### config.mk
export PLATFORM = sky130hd
export DESIGN_NAME = candidate_sweep_ctrl_flat
export DESIGN_NICKNAME = d
export VERILOG_FILES = /design/src/rtl/candidate_sweep_ctrl_if.sv /design/src/rtl/candidate_sweep_ctrl.sv /design/src/flat_wrapper.sv
export SDC_FILE = /design/constraint.sdc
export NUM_CORES = 1
export LEC_CHECK = 0
export BUFFER_PORTS_ARGS = -buffer_cell sky130_fd_sc_hd__buf_2
export CORE_UTILIZATION = 52
export DETAILED_ROUTE_END_ITERATION = 10
export PLACE_DENSITY = 0.88
export RECOVER_POWER = 25
export SLEW_MARGIN = 20
export SYNTH_ARGS = -nofsm -noshare
export SYNTH_HDL_FRONTEND = slang
export SYNTH_SLANG_ARGS = --single-unit
### constraint.sdc
create_clock -name clk -period 13.3 [get_ports clk]
set_input_delay 1.33 -clock clk [delete_from_list [all_inputs] [get_ports clk]]
set_output_delay 1.33 -clock clk [all_outputs]
set_load 0.02 [all_outputs]
### src/rtl/candidate_sweep_ctrl_if.sv
// Point/score handshake between the fine-search sequencer and the shared scoring datapath.
// The sequencer issues one test point at a time and receives one score per accepted point.
interface candidate_sweep_ctrl_if #(
  parameter int ANGLE_W = 12,
  parameter int SCORE_W = 16
);
  logic [ANGLE_W-1:0] theta;
  logic [ANGLE_W-1:0] phi;
  logic [ANGLE_W-1:0] alpha;
  logic               pt_valid;
  logic               pt_ready;
  logic [SCORE_W-1:0] score;
  logic               score_valid;

  modport master (
    output theta, phi, alpha, pt_valid,
    input  pt_ready, score, score_valid
  );

  modport slave (
    input  theta, phi, alpha, pt_valid,
    output pt_ready, score, score_valid
  );
endinterface

### src/rtl/candidate_sweep_ctrl.sv
// Fine-search sequencer: expands each sorted candidate into a (theta, phi, alpha) grid,
// feeds points to the scorer one at a time and keeps the best-scoring triple.
module candidate_sweep_ctrl #(
  parameter int N_CAND     = 10,
  parameter int ANGLE_W    = 12,
  parameter int HALF_SPAN  = 1,
  parameter int ALPHA_N    = 4,
  parameter int ALPHA_STEP = 1024,
  parameter int SCORE_W    = 16
) (
  input  logic                  clk,
  input  logic                  rst,
  input  logic                  start,
  input  logic [24*N_CAND-1:0]  candidate_angle_buffer,
  input  logic [3:0]            cand_count,
  input  logic [ANGLE_W-1:0]    delta,
  candidate_sweep_ctrl_if.master sc,
  output logic [ANGLE_W-1:0]    best_theta,
  output logic [ANGLE_W-1:0]    best_phi,
  output logic [ANGLE_W-1:0]    best_alpha,
  output logic [SCORE_W-1:0]    best_score,
  output logic                  best_valid,
  output logic                  busy,
  output logic                  done
);

  localparam int SPAN_N = 2*HALF_SPAN + 1;
  localparam int IDX_W  = (SPAN_N > 1) ? $clog2(SPAN_N) : 1;
  localparam int K_W    = (ALPHA_N > 1) ? $clog2(ALPHA_N) : 1;
  localparam logic [IDX_W-1:0] IDX_LAST = IDX_W'(SPAN_N - 1);
  localparam logic [K_W-1:0]   K_LAST   = K_W'(ALPHA_N - 1);

  typedef enum logic [2:0] {
    S_IDLE, S_LOAD, S_ISSUE, S_WAIT, S_NEXT, S_DONE
  } state_t;

  state_t state, state_nxt;

  logic [3:0]         count_r;
  logic [3:0]         c_r;
  logic [ANGLE_W-1:0] delta_r;
  logic [IDX_W-1:0]   t_idx;
  logic [IDX_W-1:0]   p_idx;
  logic [K_W-1:0]     k_r;
  logic [ANGLE_W-1:0] cand_theta;
  logic [ANGLE_W-1:0] cand_phi;
  logic [23:0]        entry;

  logic               k_wrap, p_wrap, t_wrap;
  logic [ANGLE_W-1:0] dt_off, dp_off, dt_mul, dp_mul;

  // Offsets are held as 0..2*HALF_SPAN indices; the signed offset times delta is
  // formed modulo 2^ANGLE_W, so a plain W-bit product gives the wrapped result.
  assign dt_off = ANGLE_W'(t_idx) - ANGLE_W'(HALF_SPAN);
  assign dp_off = ANGLE_W'(p_idx) - ANGLE_W'(HALF_SPAN);
  assign dt_mul = dt_off * delta_r;
  assign dp_mul = dp_off * delta_r;

  assign sc.theta    = cand_theta + dt_mul;
  assign sc.phi      = cand_phi + dp_mul;
  assign sc.alpha    = ANGLE_W'(k_r) * ANGLE_W'(ALPHA_STEP);
  assign sc.pt_valid = (state == S_ISSUE);

  assign busy = (state != S_IDLE);
  assign done = (state == S_DONE);

  assign k_wrap = (k_r == K_LAST);
  assign p_wrap = (p_idx == IDX_LAST);
  assign t_wrap = (t_idx == IDX_LAST);

  always_comb begin
    entry = '0;
    for (int unsigned i = 0; i < N_CAND; i++) begin
      if (32'(c_r) == i) entry = candidate_angle_buffer[24*i +: 24];
    end
  end

  always_ff @(posedge clk or negedge rst) begin
    if (!rst) state <= S_IDLE;
    else      state <= state_nxt;
  end

  always_comb begin
    state_nxt = state;
    case (state)
      S_IDLE:  if (start) state_nxt = (cand_count == 4'd0) ? S_DONE : S_LOAD;
      S_LOAD:  state_nxt = S_ISSUE;
      S_ISSUE: if (sc.pt_ready) state_nxt = S_WAIT;
      S_WAIT:  if (sc.score_valid) state_nxt = S_NEXT;
      S_NEXT: begin
        if (k_wrap && p_wrap && t_wrap)
          state_nxt = ((c_r + 4'd1) == count_r) ? S_DONE : S_LOAD;
        else
          state_nxt = S_ISSUE;
      end
      S_DONE:  state_nxt = S_IDLE;
      default: state_nxt = S_IDLE;
    endcase
  end

  always_ff @(posedge clk or negedge rst) begin
    if (!rst) begin
      count_r    <= '0;
      c_r        <= '0;
      delta_r    <= '0;
      t_idx      <= '0;
      p_idx      <= '0;
      k_r        <= '0;
      cand_theta <= '0;
      cand_phi   <= '0;
      best_theta <= '0;
      best_phi   <= '0;
      best_alpha <= '0;
      best_score <= '0;
      best_valid <= 1'b0;
    end else begin
      case (state)
        S_IDLE: begin
          if (start) begin
            count_r    <= cand_count;
            delta_r    <= delta;
            c_r        <= '0;
            best_valid <= 1'b0;
            best_score <= '0;
          end
        end
        S_LOAD: begin
          cand_theta <= ANGLE_W'(entry[23:12]);
          cand_phi   <= ANGLE_W'(entry[11:0]);
          t_idx      <= '0;
          p_idx      <= '0;
          k_r        <= '0;
        end
        S_WAIT: begin
          if (sc.score_valid && (!best_valid || (sc.score > best_score))) begin
            best_theta <= sc.theta;
            best_phi   <= sc.phi;
            best_alpha <= sc.alpha;
            best_score <= sc.score;
            best_valid <= 1'b1;
          end
        end
        S_NEXT: begin
          if (!k_wrap) begin
            k_r <= k_r + 1'b1;
          end else begin
            k_r <= '0;
            if (!p_wrap) begin
              p_idx <= p_idx + 1'b1;
            end else begin
              p_idx <= '0;
              if (!t_wrap) begin
                t_idx <= t_idx + 1'b1;
              end else begin
                t_idx <= '0;
                c_r   <= c_r + 4'd1;
              end
            end
          end
        end
        default: ;
      endcase
    end
  end

endmodule

### src/flat_wrapper.sv
// flat-port wrapper written by rule: the top's interface ports become plain ports
module candidate_sweep_ctrl_flat 
#(
  parameter int N_CAND     = 10,
  parameter int ANGLE_W    = 12,
  parameter int HALF_SPAN  = 1,
  parameter int ALPHA_N    = 4,
  parameter int ALPHA_STEP = 1024,
  parameter int SCORE_W    = 16
)
  (clk, rst, start, candidate_angle_buffer, cand_count, delta, best_theta, best_phi, best_alpha, best_score, best_valid, busy, done, sc_theta, sc_phi, sc_alpha, sc_pt_valid, sc_pt_ready, sc_score, sc_score_valid);
  candidate_sweep_ctrl_if #(.ANGLE_W(ANGLE_W), .SCORE_W(SCORE_W)) sc_i ();
  input  logic clk;
  input  logic rst;
  input  logic start;
  input  logic [24*N_CAND-1:0] candidate_angle_buffer;
  input  logic [3:0] cand_count;
  input  logic [ANGLE_W-1:0] delta;
  output logic [ANGLE_W-1:0] best_theta;
  output logic [ANGLE_W-1:0] best_phi;
  output logic [ANGLE_W-1:0] best_alpha;
  output logic [SCORE_W-1:0] best_score;
  output logic best_valid;
  output logic busy;
  output logic done;
  output wire logic [$bits(sc_i.theta)-1:0] sc_theta;
  output wire logic [$bits(sc_i.phi)-1:0] sc_phi;
  output wire logic [$bits(sc_i.alpha)-1:0] sc_alpha;
  output wire logic [$bits(sc_i.pt_valid)-1:0] sc_pt_valid;
  input wire logic [$bits(sc_i.pt_ready)-1:0] sc_pt_ready;
  input wire logic [$bits(sc_i.score)-1:0] sc_score;
  input wire logic [$bits(sc_i.score_valid)-1:0] sc_score_valid;
  assign sc_theta = sc_i.theta;
  assign sc_phi = sc_i.phi;
  assign sc_alpha = sc_i.alpha;
  assign sc_pt_valid = sc_i.pt_valid;
  assign sc_i.pt_ready = sc_pt_ready;
  assign sc_i.score = sc_score;
  assign sc_i.score_valid = sc_score_valid;
  candidate_sweep_ctrl #(.N_CAND(N_CAND), .ANGLE_W(ANGLE_W), .HALF_SPAN(HALF_SPAN), .ALPHA_N(ALPHA_N), .ALPHA_STEP(ALPHA_STEP), .SCORE_W(SCORE_W)) u_core (.clk(clk), .rst(rst), .start(start), .candidate_angle_buffer(candidate_angle_buffer), .cand_count(cand_count), .delta(delta), .sc(sc_i), .best_theta(best_theta), .best_phi(best_phi), .best_alpha(best_alpha), .best_score(best_score), .best_valid(best_valid), .busy(busy), .done(done));
endmodule
-- Yosys cells after proc, flatten, opt, wreduce, memory -nomap -nowiden
Cells that the tools add are included.
- bits of input ports: 277
- word-level logic and storage cells: 106
- bits in registers: 96
- output and inout bits: 92
- mux-type cells: 37
- reductions and logical operators: 19
- add/subtract/negate cells: 8
- eq/ne operators: 25
- multipliers: 2
- magnitude comparators: 1
- operators with widths (kind ; number):
    $mux 24 ; 10
    $mux 16 ; 2
    $pmux 16 s2 ; 1
    $add 12x12->12 ; 2
    $mul 12x12->12 ; 2
    $mux 3 ; 6
    $eq 4x3->1 const B ; 4
    $gt 16x16->1 ; 1
    $mux 4 ; 4
    $pmux 3 s5 ; 1
    $mux 2 ; 6
    $pmux 2 s2 ; 3
    $ne 2x1->1 const B ; 5
    $reduce_and 3->1 ; 3
    $eq 4x2->1 const B ; 2
    $eq 4x4->1 const B ; 2
    $logic_not 4->1 ; 2
    $pmux 4 s2 ; 1
    $add 2x1->2 const B ; 3
    $eq 2x2->1 const B ; 3
    $eq 3x2->1 const B ; 2
    $eq 3x3->1 const B ; 2
    $reduce_and 2->1 ; 3
    $reduce_bool 2->1 ; 3
    14 further kinds ; 19

-- Depth between registers and ports, before layout
Gate-level depths: netlist (run 1).
- depth in word-level cells: 11
- depth in mapped cells: 23
- depth with buffers taken out: 21

-- Worst setup path after synthesis (run 1)
OpenSTA, ideal clock, no wires.
- path type: reg2out
- start: register u_core.p_idx[0]
- end: output sc_phi[11]
- data required time: 11.970 ns
- path slack: 6.253 ns
- stages on the path, launching flop included: 21
- path buffers: 2
- arrival time: 5.717 ns
- path through: dfrtp_1 clkbuf_1 inv_1 ha_1 clkbuf_1 and2_1 ha_1 xor2_1 fa_1 inv_1 fa_1 ha_1 inv_1 fa_1 inv_1 ha_1 nor2b_1 or3_1 a21oi_1 o2bb2ai_1 xnor2_1
- longest elaborated chain between the ends: 3
- RTL lines (element ; RTL line ; RTL):
    start, declared ; candidate_sweep_ctrl.sv:43 ; logic [IDX_W-1:0] p_idx;
    start signal, assigned ; candidate_sweep_ctrl.sv:149 ; p_idx <= p_idx + 1'b1;
    $sub 2x1->3 ; candidate_sweep_ctrl.sv:55 ; assign dp_off = ANGLE_W'(p_idx) - ANGLE_W'(HALF_SPAN);
    $mul 12x12->12 ; candidate_sweep_ctrl.sv:57 ; assign dp_mul = dp_off * delta_r;
    $add 12x12->12 ; candidate_sweep_ctrl.sv:60 ; assign sc.phi = cand_phi + dp_mul;
    end, declared ; flat_wrapper.sv:27 ; output wire logic [$bits(sc_i.phi)-1:0] sc_phi;
Every way passes these cells.

-- Worst setup path in the final report (run 1)
- start: register u_core.t_idx[0]
- end: output sc_theta[11]
- longest elaborated chain between the ends: 3
- RTL lines (element ; RTL line ; RTL):
    start, declared ; candidate_sweep_ctrl.sv:42 ; logic [IDX_W-1:0] t_idx;
    start signal, assigned ; candidate_sweep_ctrl.sv:153 ; t_idx <= t_idx + 1'b1;
    $sub 2x1->3 ; candidate_sweep_ctrl.sv:54 ; assign dt_off = ANGLE_W'(t_idx) - ANGLE_W'(HALF_SPAN);
    $mul 12x12->12 ; candidate_sweep_ctrl.sv:56 ; assign dt_mul = dt_off * delta_r;
    $add 12x12->12 ; candidate_sweep_ctrl.sv:59 ; assign sc.theta = cand_theta + dt_mul;
    end, declared ; flat_wrapper.sv:26 ; output wire logic [$bits(sc_i.theta)-1:0] sc_theta;
Every way passes these cells.

==> results_dict.tcl, run 1 <==
set metrics [dict create \
    status "finished with violations" \
    violations "max-capacitance violations, max-slew violations" \
    fillCellCount 1618 \
    clkTransAtPathRegs_ns 0.07 \
    floorplan.die.width_um 144 \
    drive_above_1_share_pct 28.9 \
    maxSlewViolCount 94 \
    grt.met1_usage_pct 42.3 \
    timing_hold_violations_final 0 \
    hold_fix_buffers_at_cts 0 \
    min-delay-start "u_core.cand_theta[5]" \
    drt_drc_violations_left 0 \
    htree_num_levels 3 \
    synth_seq_area_share_pct 22.8 \
    postSynth.topFlopCell "sky130_fd_sc_hd__dfrtp_1" \
    postSynth.asyncResetShare_pct 100 \
    yosysMostFrequentCell "sky130_fd_sc_hd__inv_1" \
    wire_length_per_cell_um 20.3 \
    gr-usage-met3_pct 11.2 \
    grt_start_max_net_pins 60 \
    r2r_slack_ns 7.10 \
    rsz0062_at_grt "no" \
    synthesis.instances 1185 \
    antenna_left 0 \
    final.setup_skew_ns 0.0150 \
    ys_top_cells_by_count "170 x sky130_fd_sc_hd__inv_1, 103 x sky130_fd_sc_hd__ha_1, 96 x sky130_fd_sc_hd__a21oi_1, 96 x sky130_fd_sc_hd__dfrtp_1, 93 x sky130_fd_sc_hd__nand2_1" \
    yosysUniqueCellTypes 57 \
    reg2reg_from "u_core.t_idx[0]" \
    met2_usage_pct 55.3 \
    crit_path_slowest_cell "sky130_fd_sc_hd__xor2_1" \
    die_y_um 144 \
    route.vias.total 9920 \
    timing.final.crit_share_pct 58.3 \
    final_setup_tns_ns 0 \
    critPathMaxStageDelay_ns 0.78 \
    area_growth_syn_to_layout_pct 19.9 \
    critical_path.reg2reg.endpoint "u_core.best_theta[11]" \
    grt-busiest-layer "met2" \
    slew_limit_headroom_pct -40.5 \
    timing.critical_path.fanout_max 13 \
    yosys.area.top_type "sky130_fd_sc_hd__dfrtp_1" \
    synth.top_cells.by_area "sky130_fd_sc_hd__dfrtp_1 23%, sky130_fd_sc_hd__fa_1 14%, sky130_fd_sc_hd__ha_1 12%" \
    dr.pass1.iters 5 \
    whs_path_depth 2 \
    initial_core_util_pct 53.7 \
    gr-usage-all-layers_pct 34.3 \
    cap_violations 2 \
    number_of_clock_sinks 96 \
    fmaxAchievable_mhz 129 \
    vias_per_cell 5.62 \
    rr_worst_depth 19 \
    synth-seq-cells 96 \
    cts_resized 0 \
    number_of_flops_mapped_to_enable_cells_by_yosys 0 \
    path_cells "inv_1 -> ha_1 -> and2_1 -> ha_1 -> xor2_1 -> fa_1 -> inv_1 -> fa_1 -> inv_1 -> fa_1 -> fa_1 -> inv_1 -> ha_1 -> o21ai_0 -> a21oi_1 -> or4_1 -> o21ai_0 -> xnor2_1 -> buf_2" \
    finalWeightedCongestion 1.00 \
    grt_overflow_total 0 \
    finish.net_count 1939 \
    aggregate_routed_wire_length_mm 35.8 \
    critical_path.top_delay_family "adder cells" \
    via_count_of_the_first_global_routing_pass 9790 \
    timing.critical_path.to_type "primary output" \
    clock-root-buffer "sky130_fd_sc_hd__clkbuf_16" \
    clock_tree_from_tritoncts "done" \
    num_rows 51 \
    floorplan.io_pins 369 \
    grt_antenna_before_repair 14 \
    wire_length_of_the_first_global_routing_pass_mm 52.5 \
    worst-setup-path-type "reg -> out" \
    min_delay_worst_endpoint "u_core.cand_theta[5]" \
    finalCriticalPeriod_ns 7.75 \
    timing_worst_slew_pin_value_ns 2.11 \
    critPathRequiredTime_ns 11.97 \
    worst-path-buf-inv 5 \
    synth.yosys.warnings 0 \
    timing.hold.worst.class "reg -> reg" \
    synth.cell_area_sq_um 10500 \
    dpl.hpwl_mm 28.9 \
    drt_iter0_markers 933 \
    post_cts_setup_buffer_count 0 \
    clk_path_buf_depth 2 \
    io_buffers 348 \
    finalSetupViolations 0 \
    fp.coreArea_sq_um 19700 \
    die-area_sq_um 20900 \
    critical_path.startpoint_type "flip-flop" \
    synthesis.area_per_instance_sq_um 8.90 \
    arr_time_crit_path_ns 6.42 \
    synthDominantCellAreaShare_pct 22.8 \
    worst_skew_pair.late_latency_ns 0.37 \
    tritoncts.num_buffers 9 \
]
-- registers in the layout, summed over array words and instances, names as in the netlist --
register,cells
u_core.t_idx,2
u_core.best_phi,12
u_core.count_r,4
u_core.p_idx,2
u_core.cand_theta,12
u_core.best_score,16
u_core.best_theta,12
u_core.best_alpha,2
u_core.delta_r,12
u_core.cand_phi,12
u_core.c_r,4
u_core.state,3
u_core.k_r,2
u_core.best_valid,1
-- metal layers --
layer,routed length [um],up-vias
met2,16900,499
met4,1280,14
met1,13800,4743
met5,180,-
met3,3700,115
li1,-,4549
-- how the worst max path moves through the flow --
stage,endpoint,depth (start not counted),from
floorplan,sc_phi[11],20,u_core.p_idx[0]
global placement,sc_phi[11],18,u_core.p_idx[0]
detailed placement,sc_phi[11],18,u_core.p_idx[0]
CTS,sc_phi[11],18,u_core.p_idx[0]
global route,sc_theta[11],19,u_core.t_idx[0]
finish,sc_theta[11],19,u_core.t_idx[0]
-- per-stage QoR --
| step | setup WS (ns) | cell area [sq um] | cells | util, % | hold slack (ns) |
|---|---|---|---|---|---|
| after CTS | 5.44 | 12600 | 1757 | 64.3 | 0.488 |
| after floorplan | 6.25 | 10600 | 1204 | - | 0.449 |
| after global placement | 6.10 | 12300 | 1741 | 62.8 | 0.461 |
| final | 5.55 | 12600 | 1765 | 64.3 | 0.492 |
| after global routing | 5.24 | 12600 | 1763 | 64.3 | 0.520 |
| after detailed placement | 5.87 | 12300 | 1741 | 62.8 | 0.472 |
-- cells by family (layout without fill, tap and decap cells) --
| group | Yosys count | count (layout) | synth area share, % |
|---|---|---|---|
| buffers and inverters | 257 | 545 | 10.3 |
| adder cells (fa/ha/maj) | 175 | 175 | 25.9 |
| other | 1 | 28 | 0.0356 |
| AND/OR/NAND/NOR | 232 | 232 | 10.4 |
| flip-flops | 96 | 96 | 22.8 |
| XOR/XNOR | 59 | 59 | 4.97 |
| multiplexers | 59 | 59 | 7.63 |
| AO/OA/AOI/OAI | 306 | 306 | 18.0 |
-- layout make-up --
type	count	area, sq um	share of cell area, %
multi-input cells	851	7150	56.5
flip-flops and latches	96	2400	19.0
repair buffers	358	1800	14.3
inverters	171	642	5.08
well taps	265	332	2.62
clock buffers	9	225	1.78
clock inverters	7	72.6	0.574
diodes	8	20.0	0.158
-- placed cells by master, fill, tap and decap left out, types with 2 or more instances in the layout --
cell,instances
sky130_fd_sc_hd__a31o_2,2
sky130_fd_sc_hd__o22ai_1,25
sky130_fd_sc_hd__inv_6,2
sky130_fd_sc_hd__inv_1,170
sky130_fd_sc_hd__mux2i_1,2
sky130_fd_sc_hd__a221o_1,23
sky130_fd_sc_hd__nand3b_1,2
sky130_fd_sc_hd__conb_1,20
sky130_fd_sc_hd__o31ai_1,4
sky130_fd_sc_hd__a31oi_1,2
sky130_fd_sc_hd__nand2b_1,12
sky130_fd_sc_hd__mux2_4,38
sky130_fd_sc_hd__fa_1,72
sky130_fd_sc_hd__a221oi_1,2
sky130_fd_sc_hd__and2_1,7
sky130_fd_sc_hd__nor2b_1,41
sky130_fd_sc_hd__xor2_1,9
sky130_fd_sc_hd__nor2_1,47
sky130_fd_sc_hd__o21ai_1,6
sky130_fd_sc_hd__dfrtp_1,96
sky130_fd_sc_hd__diode_2,8
sky130_fd_sc_hd__inv_8,2
sky130_fd_sc_hd__nand3_1,9
sky130_fd_sc_hd__buf_2,336
sky130_fd_sc_hd__nor3_1,3
sky130_fd_sc_hd__o21a_1,5
sky130_fd_sc_hd__clkbuf_1,12
sky130_fd_sc_hd__nand2_1,94
sky130_fd_sc_hd__o21ai_0,80
sky130_fd_sc_hd__mux2_2,19
sky130_fd_sc_hd__xnor2_1,48
sky130_fd_sc_hd__or4_1,2
sky130_fd_sc_hd__a21o_1,4
sky130_fd_sc_hd__a21oi_1,96
sky130_fd_sc_hd__nand4_1,5
sky130_fd_sc_hd__a22oi_1,47
sky130_fd_sc_hd__clkbuf_16,9
sky130_fd_sc_hd__o41ai_1,2
sky130_fd_sc_hd__buf_4,10
sky130_fd_sc_hd__ha_1,102
-- worst register-to-register path: stages (launching register included) --
cell,delay (ns)
sky130_fd_sc_hd__dfrtp_1,0.58
sky130_fd_sc_hd__inv_1,0.19
sky130_fd_sc_hd__ha_1,0.39
sky130_fd_sc_hd__and2_1,0.25
sky130_fd_sc_hd__ha_1,0.33
sky130_fd_sc_hd__xor2_1,0.78
sky130_fd_sc_hd__fa_1,0.56
sky130_fd_sc_hd__inv_1,0.09
sky130_fd_sc_hd__fa_1,0.42
sky130_fd_sc_hd__inv_1,0.09
sky130_fd_sc_hd__fa_1,0.40
sky130_fd_sc_hd__fa_1,0.50
sky130_fd_sc_hd__inv_1,0.04
sky130_fd_sc_hd__ha_1,0.32
sky130_fd_sc_hd__o21ai_0,0.17
sky130_fd_sc_hd__a21oi_1,0.07
sky130_fd_sc_hd__or4_1,0.40
sky130_fd_sc_hd__o21ai_0,0.11
sky130_fd_sc_hd__xnor2_1,0.11
sky130_fd_sc_hd__mux2_4,0.27
Power of run 1 is not shown: default switching activity piles up to over one toggle a cycle in this logic, so the estimate is an artifact.
==> run 2: changes to the inputs <==
Clock period 13.3 ns to 8 ns, I/O delays scaled along.
==> run 2 against run 1 <==
Effect of this change:
- the flow still finishes with violations (max-capacitance violations, max-slew violations)
- worst hold slack worse by 0.0076 ns
- via count is 1.2% higher
- setup slack worse by 4.8 ns
- global-route usage hardly changed
- core utilization is 0.11 points higher
- sequential share of layout area hardly changed
- final area is 0.17% higher
- clock-buffer cell count stayed put
- wire length is 1.1% lower
- final cell count is 0.40% higher
- critical path depth stayed put
- critical path type unchanged
==> results_dict.tcl, run 2 (synthesis results as in run 1) <==
set metrics [dict create \
    floorplan.die.width_um 144 \
    gr-usage-all-layers_pct 34.2 \
    final.setup_skew_ns 0.0136 \
    via_count_of_the_first_global_routing_pass 9542 \
    timing.critical_path.to_type "primary output" \
    layout.cells.most_common "sky130_fd_sc_hd__buf_2" \
    finalSetupViolations 0 \
    multi_input_area_sq_um 7140 \
    dp_worst_setup_slack_ns 1.18 \
    grt_antenna_before_repair 16 \
    tritoncts.num_buffers 9 \
    cts_resized 0 \
    initial_core_util_pct 53.7 \
    floorplan.io_pins 369 \
    finish.net_count 1940 \
    drive_above_1_share_pct 28.9 \
    grt_overflow_total 0 \
    worst_skew_pair.late_latency_ns 0.36 \
    timing.hold.worst.class "reg -> reg" \
    aggregate_routed_wire_length_mm 35.5 \
    fillCellCount 1650 \
    layout_common_cells "335 x sky130_fd_sc_hd__buf_2, 170 x sky130_fd_sc_hd__inv_1, 102 x sky130_fd_sc_hd__ha_1" \
    timing.final.crit_share_pct 90.3 \
    timing_hold_violations_final 0 \
    number_of_clock_sinks 96 \
    dr.pass1.iters 8 \
    final_setup_tns_ns 0 \
    violations "max-capacitance violations, max-slew violations" \
    clock_tree_from_tritoncts "done" \
    arr_time_crit_path_ns 6.42 \
    die_y_um 144 \
    area_growth_syn_to_layout_pct 20.1 \
    slew_limit_headroom_pct -114 \
    drt_iter0_markers 919 \
    post-route-worst-setup-slack_ns 0.780 \
    maxSlewViolCount 99 \
    io_buffers 348 \
    clkTransAtPathRegs_ns 0.08 \
    cap_violations 2 \
    dpl.hpwl_mm 29.0 \
    htree_num_levels 3 \
    clock-root-buffer "sky130_fd_sc_hd__clkbuf_16" \
    antenna_left 0 \
    area.sequential_sq_um 2400 \
    worst-setup-path-type "reg -> out" \
    fmaxAchievable_mhz 139 \
    max_flop_register "u_core.best_score" \
    wire_length_per_cell_um 20.0 \
    min-delay-start "u_core.cand_phi[4]" \
    route.vias.total 10000 \
    timing_worst_slew_pin_value_ns 3.22 \
    num_rows 51 \
    rsz0062_at_grt "no" \
    reg2reg_from "u_core.t_idx[0]" \
    wire_length_of_the_first_global_routing_pass_mm 52.3 \
    critical_path.startpoint "u_core.t_idx[0]" \
    die-area_sq_um 20900 \
    finalCriticalPeriod_ns 7.22 \
    fin_cells 1772 \
    post-place-cells 1742 \
    hold_fix_buffers_at_cts 0 \
    critPathRequiredTime_ns 7.20 \
    drt_drc_violations_left 0 \
    timing.critical_path.fanout_max 13 \
    finalWeightedCongestion 1.01 \
    clk_path_buf_depth 2 \
    status "finished with violations" \
    grt_start_max_net_pins 60 \
    post_cts_setup_buffer_count 0 \
    fp.coreArea_sq_um 19700 \
    largest_reg_flops 16 \
    critical_path.startpoint_type "flip-flop" \
    vias_per_cell 5.67 \
]
## run 2: cell types whose count changed in the layout (fill, tap and decap cells not counted), sizes merged
| cell | previous run | this run |
|---|---|---|
| buf | 346 | 345 |
| clkbuf | 21 | 23 |
| clkinv | 3 | 4 |
| clkinvlp | 1 | 0 |
| diode | 8 | 14 |
## run 2: layout make-up
class | instances | area share (%)
flip-flops and latches | 96 | 19.0
multi-input cells | 851 | 56.4
repair buffers | 359 | 14.2
inverters | 171 | 5.07
well taps | 265 | 2.62
clock inverters | 7 | 0.642
clock buffers | 9 | 1.78
diodes | 14 | 0.277
## run 2: final timing paths
path / to / slack (ns) / cells after the start
min: u_core.cand_phi[4] / 0.48 / 2
min in group asynchronous: u_core.best_score[3] / 1.06 / 1
min reg2reg: u_core.cand_phi[4] / 0.48 / 2
max in group asynchronous: u_core.best_theta[10] / 3.01 / 2
max: sc_theta[11] / 0.78 / 19
max reg2reg: u_core.best_theta[11] / 1.81 / 19
## run 2: metal layers
layer | global-route usage (%) | part of all wire [%] | vias up
met3 | 12.0 | 10 | 101
li1 | - | - | 4567
met1 | 42.3 | 40 | 4822
met5 | 6.52 | 0.093 | -
met4 | 14.2 | 3.2 | 6
met2 | 53.6 | 47 | 546
## run 2: through the flow
stage,hold slack [ns],util (%),instance area [sq um]
floorplan,0.449,-,10600
global placement,0.462,62.8,12300
detailed placement,0.471,62.8,12300
CTS,0.406,64.4,12700
global route,0.524,64.4,12700
finish,0.484,64.4,12700
## run 2: critical path: stages (launching register included)
cell and delay [ns]:
sky130_fd_sc_hd__dfrtp_1 0.58, sky130_fd_sc_hd__inv_1 0.19, sky130_fd_sc_hd__ha_1 0.39, sky130_fd_sc_hd__and2_1 0.25, sky130_fd_sc_hd__ha_1 0.32, sky130_fd_sc_hd__xor2_1 0.75
sky130_fd_sc_hd__fa_1 0.55, sky130_fd_sc_hd__inv_1 0.08, sky130_fd_sc_hd__fa_1 0.41, sky130_fd_sc_hd__inv_1 0.09, sky130_fd_sc_hd__fa_1 0.41, sky130_fd_sc_hd__fa_1 0.49
sky130_fd_sc_hd__inv_1 0.05, sky130_fd_sc_hd__ha_1 0.31, sky130_fd_sc_hd__o21ai_0 0.17, sky130_fd_sc_hd__a21oi_1 0.08, sky130_fd_sc_hd__or4_1 0.42, sky130_fd_sc_hd__o21ai_0 0.11
sky130_fd_sc_hd__xnor2_1 0.19, sky130_fd_sc_hd__buf_2 0.21
Power of run 2 is left out for the same reason.
